`config.mk`:
```
export PLATFORM = sky130hd
export DESIGN_NAME = pipeline_hazard_controller
export DESIGN_NICKNAME = d
export VERILOG_FILES = /design/src/rtl/lc3b_types.sv /design/src/rtl/sat_counter.sv /design/src/rtl/pipeline_hazard_controller.sv
export SDC_FILE = /design/constraint.sdc
export NUM_CORES = 1
export LEC_CHECK = 0
export CAP_MARGIN = 10
export CORE_MARGIN = 4
export CORE_UTILIZATION = 49
export DETAILED_ROUTE_END_ITERATION = 10
export GPL_TIMING_DRIVEN = 0
export HOLD_SLACK_MARGIN = 0.06
export PLACE_DENSITY_LB_ADDON = 0.08
export SLEW_MARGIN = 10
export SYNTH_ARGS = -nofsm -noshare
export SYNTH_HDL_FRONTEND = slang
export SYNTH_SLANG_ARGS = --single-unit
```
`constraint.sdc`:
```
create_clock -name clk -period 3.98 [get_ports clk]
set_input_delay 0.398 -clock clk [delete_from_list [all_inputs] [get_ports clk]]
set_output_delay 0.398 -clock clk [all_outputs]
set_load 0.01 [all_outputs]
```
`src/rtl/lc3b_types.sv`:
```
// lc3b_types: shared LC-3b opcode and hazard-controller types
package lc3b_types;
  typedef enum logic [3:0] {
    op_br, op_add, op_ldb, op_stb, op_jsr, op_and, op_ldr, op_str,
    op_rti, op_not, op_ldi, op_sti, op_jmp, op_shf, op_lea, op_trap
  } lc3b_opcode;
  typedef enum logic {RUN, INDIRECT} lc3b_hazard_state;
  function automatic logic is_load(lc3b_opcode op);
    return op inside {op_ldb, op_ldi, op_ldr};
  endfunction
endpackage

```
`src/rtl/sat_counter.sv`:
```
// sat_counter: event counter that sticks at all-ones
module sat_counter #(parameter int WIDTH = 16) (
  input  logic             clk,
  input  logic             rst,
  input  logic             inc,
  output logic [WIDTH-1:0] count
);
  always_ff @(posedge clk or posedge rst)
    if (rst) count <= '0;
    else if (inc && count != '1) count <= count + 1'b1;
endmodule

```
`src/rtl/pipeline_hazard_controller.sv`:
```
// pipeline_hazard_controller: stall/bubble/flush sequencing for the 5-stage LC-3b pipeline
module pipeline_hazard_controller
  import lc3b_types::*;
#(parameter int CNT_WIDTH = 16) (
  input  logic                 clk,
  input  logic                 rst,
  input  logic                 if_id_uses_sr1,
  input  logic                 if_id_uses_sr2,
  input  logic [2:0]           if_id_sr1,
  input  logic [2:0]           if_id_sr2,
  input  logic [3:0]           id_ex_opcode,
  input  logic [2:0]           id_ex_dest,
  input  logic [3:0]           ex_mem_opcode,
  input  logic                 ex_mem_branch_taken,
  input  logic                 icache_resp,
  input  logic                 dcache_req,
  input  logic                 dcache_resp,
  output logic                 pc_load,
  output logic                 load_if_id,
  output logic                 load_id_ex,
  output logic                 load_ex_mem,
  output logic                 load_mem_wb,
  output logic                 bubble_id_ex,
  output logic                 flush_if_id,
  output logic                 flush_id_ex,
  output logic                 flush_ex_mem,
  output logic                 indirect_phase,
  output logic [CNT_WIDTH-1:0] stall_count,
  output logic [CNT_WIDTH-1:0] bubble_count,
  output logic [CNT_WIDTH-1:0] flush_count
);
  lc3b_hazard_state state, state_n;
  logic freeze, ind_first, flush, load_use, go;
  always_ff @(posedge clk or posedge rst)
    if (rst) state <= RUN;
    else state <= state_n;
  always_comb begin
    freeze    = !icache_resp | (dcache_req & !dcache_resp) | (state == INDIRECT & !dcache_resp);
    ind_first = !freeze & state == RUN & dcache_resp & (ex_mem_opcode inside {op_ldi, op_sti});
    flush     = !freeze & !ind_first & ex_mem_branch_taken;
    load_use  = !freeze & !ind_first & !flush & is_load(lc3b_opcode'(id_ex_opcode)) &
                ((if_id_uses_sr1 & if_id_sr1 == id_ex_dest) | (if_id_uses_sr2 & if_id_sr2 == id_ex_dest));
    go        = !rst & !freeze & !ind_first;
    // the indirect sequence only finishes on a cycle that actually advances
    state_n        = (ind_first | (state == INDIRECT & freeze)) ? INDIRECT : RUN;
    pc_load        = go & !load_use;
    load_if_id     = go & !load_use;
    load_id_ex     = go;
    load_ex_mem    = go;
    load_mem_wb    = go;
    bubble_id_ex   = !rst & load_use;
    flush_if_id    = !rst & flush;
    flush_id_ex    = !rst & flush;
    flush_ex_mem   = !rst & flush;
    indirect_phase = !rst & state == INDIRECT;
  end
  sat_counter #(.WIDTH(CNT_WIDTH)) u_stall (.clk, .rst, .inc(freeze | ind_first), .count(stall_count));
  sat_counter #(.WIDTH(CNT_WIDTH)) u_bubble (.clk, .rst, .inc(load_use), .count(bubble_count));
  sat_counter #(.WIDTH(CNT_WIDTH)) u_flush (.clk, .rst, .inc(flush), .count(flush_count));
endmodule

```
==> impl_metrics.yaml <==
outcome:
  status: "finished clean"
logic_synthesis:
  yosys_most_used_dff: "dfrtp_1"
  syn-mean-instance-area_um2: 11.2
  synth.cell_area_um2: 2520
  yosys_warnings: 0
  synth-seq-cells: 49
  ys_seq_area_share_pct: 48.7
  synth_async_sr_flop_share_pct: 100
  synthTopCellsByArea: "dfrtp_1, xnor2_1, nand3_1, nand4_1, and4_1"
  yosysTopAreaCell: "dfrtp_1"
  syn-num-nets: 253
  synth_cell_types: 38
  synth_edf_count: 0
  synth_top_area_share_pct: 48.7
  synthCells: 225
hold_path:
  holdCritPathClass: "in -> async"
sta:
  fin_crit_sh_pct: 79.1
  worst_slew_pin_slew_ps: 628
  setup_viol: 0
  max_slew_margin_pct: 57.9
  skew_ps: 10.9
  period_needed_ps: 3150
  clock.fmax_ghz: 0.318
  hold_viol: 0
  rsz0062_at_grt: "no"
  maxSlewViolCount: 0
  finalSetupTns_ps: 0
critical_path:
  reg2reg_slack_ps: 1870
  path_max_fanout: 10
  cp.required_ps: 3580
  arrival_ps: 2750
  end_kind: "output pin"
  critPathLaunchType: "primary input"
  crit_type: "in -> out"
die:
  fp-row-count: 25
  die_h_um: 79.7
  dieWidth_um: 79.7
  start_util_pct: 51.9
  die_area_um2: 6350
  pin_count: 83
  coreArea_um2: 4850
clocking:
  cts-root-buf: "clkbuf_8"
  cts_hold_buf: 0
  htreeDepth: 2
  clock-sinks: 49
  cts_tree: "built"
  cts_setup_buffers: 0
  post_cts_resized: 0
  cts_buffers: 5
  clockBufferDepth: 2
  clkTransAtPathRegs_ps: 100
  clock_latency_ps: 300
route:
  wl_per_cell_um: 14.6
  drtIter0Drc: 89
  ant_nets: 0
  drt-vias-per-instance: 5.26
  firstDrtPassIters: 4
  vias: 2011
  route.detailed.drc: 0
  drt_wl_total_um: 5560
cells_and_area:
  instances_no_fill: 382
  antenna_cells: 0
  layout.nets: 342
  drive_above_1_share_pct: 9.52
  syn2layout_area_growth_pct: 40.9
grt:
  antenna_found_initial: 0
  grt_max_degree: 40
  grt_pass1_wl_um: 9780
  grt_pass1_vias: 2051
  grt_usage_pct: 19.2
  grt_overflow: 0
run:
  maxCapViolations: 0
power:
  peakVddDrop_uv: 462
  p_per_area_nw_per_um2: 384
  power.leakage_uw: 0.00144
place:
  port_buffers: 81
  globalplace.congestion: 0.822
  dp_hpwl_um: 4250
  placed_cells: 374
area by class of cell:
| type | instances | area [µm²] |
|---|---|---|
| multi-input cells | 164 | 1210 |
| flip-flops and latches | 49 | 1230 |
| repair buffers | 82 | 831 |
| inverters | 4 | 15.0 |
| plain buffers | 8 | 61.3 |
| well taps | 67 | 83.8 |
| clock inverters | 3 | 46.3 |
| fillers | 373 | 1300 |
| clock buffers | 5 | 68.8 |
through the flow:
stage / worst slack [ps] / cell area, µm² / total power [µW] / util, % / hold WS (ps)
floorplan: 1600 / 2520 / 813 / - / 519
global placement: 216 / 3410 / 1010 / 70.4 / 479
CTS: 803 / 3550 / 1380 / 73.2 / 415
finish: 832 / 3550 / 1360 / 73.2 / 418
global route: 694 / 3550 / 1440 / 73.2 / 426
detailed placement: 802 / 3430 / 1020 / 70.8 / 482
worst paths after layout:
check,cells past startpoint,start,endpoint
setup / recovery,7,dcache_resp,bubble_id_ex
hold / removal,2,rst,u_bubble.count[13]$_DFFE_PP0P_
setup reg to reg,6,state$_DFF_PP0_,u_flush.count[14]$_DFFE_PP0P_
hold reg to reg,1,u_stall.count[9]$_DFFE_PP0P_,u_stall.count[9]$_DFFE_PP0P_
max in group asynchronous,3,rst,u_flush.count[2]$_DFFE_PP0P_
min in group clk,1,u_stall.count[9]$_DFFE_PP0P_,u_stall.count[9]$_DFFE_PP0P_
registers in the layout (all words and copies together) (netlist names):
signal / cells
u_bubble.count: 16
u_stall.count: 16
u_flush.count: 16
state: 1
routing by layer:
layer / wire length (µm) / track usage (%)
met5: 0 / 0
met4: 46 / 3.61
met3: 394 / 4.74
met2: 2600 / 30.8
met1: 2520 / 26.6
cells in the mapped netlist (all sizes together) (2+ instances only):
library cell / count
nand3b: 2
mux2: 3
a211oi: 2
ha: 3
and4: 8
nor3: 3
nand3: 23
nand2b: 3
buf: 8
dfrtp: 49
and3: 9
nand4: 16
xor2: 2
nor3b: 2
and2: 4
xnor2: 48
nor2: 7
inv: 4
nand2: 16
report_power, final:
| group | internal (µW) | leakage [µW] | switching [µW] |
|---|---|---|---|
| clock | 188 | 0.0000543 | 169 |
| sequential | 563 | 0.000655 | 88.2 |
| combinational | 216 | 0.000734 | 138 |
| total | 967 | 0.00144 | 395 |
logic make-up (layout without fill, tap and decap cells):
group | after synthesis | count (layout) | synth area share, %
adder cells (fa/ha/maj) | 3 | 3 | 1.49
AND/OR/NAND/NOR | 97 | 97 | 22.9
AO/OA/AOI/OAI | 11 | 11 | 5.17
XOR/XNOR | 50 | 50 | 17.4
multiplexers | 3 | 3 | 1.34
flip-flops | 49 | 49 | 48.7
buffers and inverters | 12 | 102 | 3.03
cells in the final DEF (no fill, tap or decap), drive strengths merged:
cell / netlist / routed
clkbuf: 0 / 5
ha: 3 / 3
dfrtp: 49 / 49
nand2: 16 / 16
mux2: 3 / 3
a21boi: 1 / 1
xor2: 2 / 2
nand3: 23 / 23
and4: 8 / 8
and4b: 1 / 1
and2: 4 / 4
clkinv: 0 / 1
a211oi: 2 / 2
xnor2: 48 / 48
inv: 4 / 4
buf: 8 / 9
bufinv: 0 / 1
nand4b: 1 / 1
o311a: 1 / 1
and4bb: 1 / 1
a211o: 1 / 1
nand2b: 3 / 3
nor3: 3 / 3
nand3b: 2 / 2
a2111oi: 1 / 1
nor2b: 1 / 1
a21oi: 1 / 1
nor2: 7 / 7
a31o: 1 / 1
nor3b: 2 / 2
clkdlybuf4s50: 0 / 81
a31oi: 1 / 1
o21ba: 1 / 1
nand4: 16 / 16
clkinvlp: 0 / 1
and3: 9 / 9
a41oi: 1 / 1
worst max-delay path, stage by stage:
cell             delay [ps]
clkdlybuf4s50_1         550
o21ba_1                 210
a211o_4                 360
a211oi_2                310
buf_4                   240
and2_1                  140
clkdlybuf4s50_1         530
No activity file was read; power rests on OpenSTA's default activity.
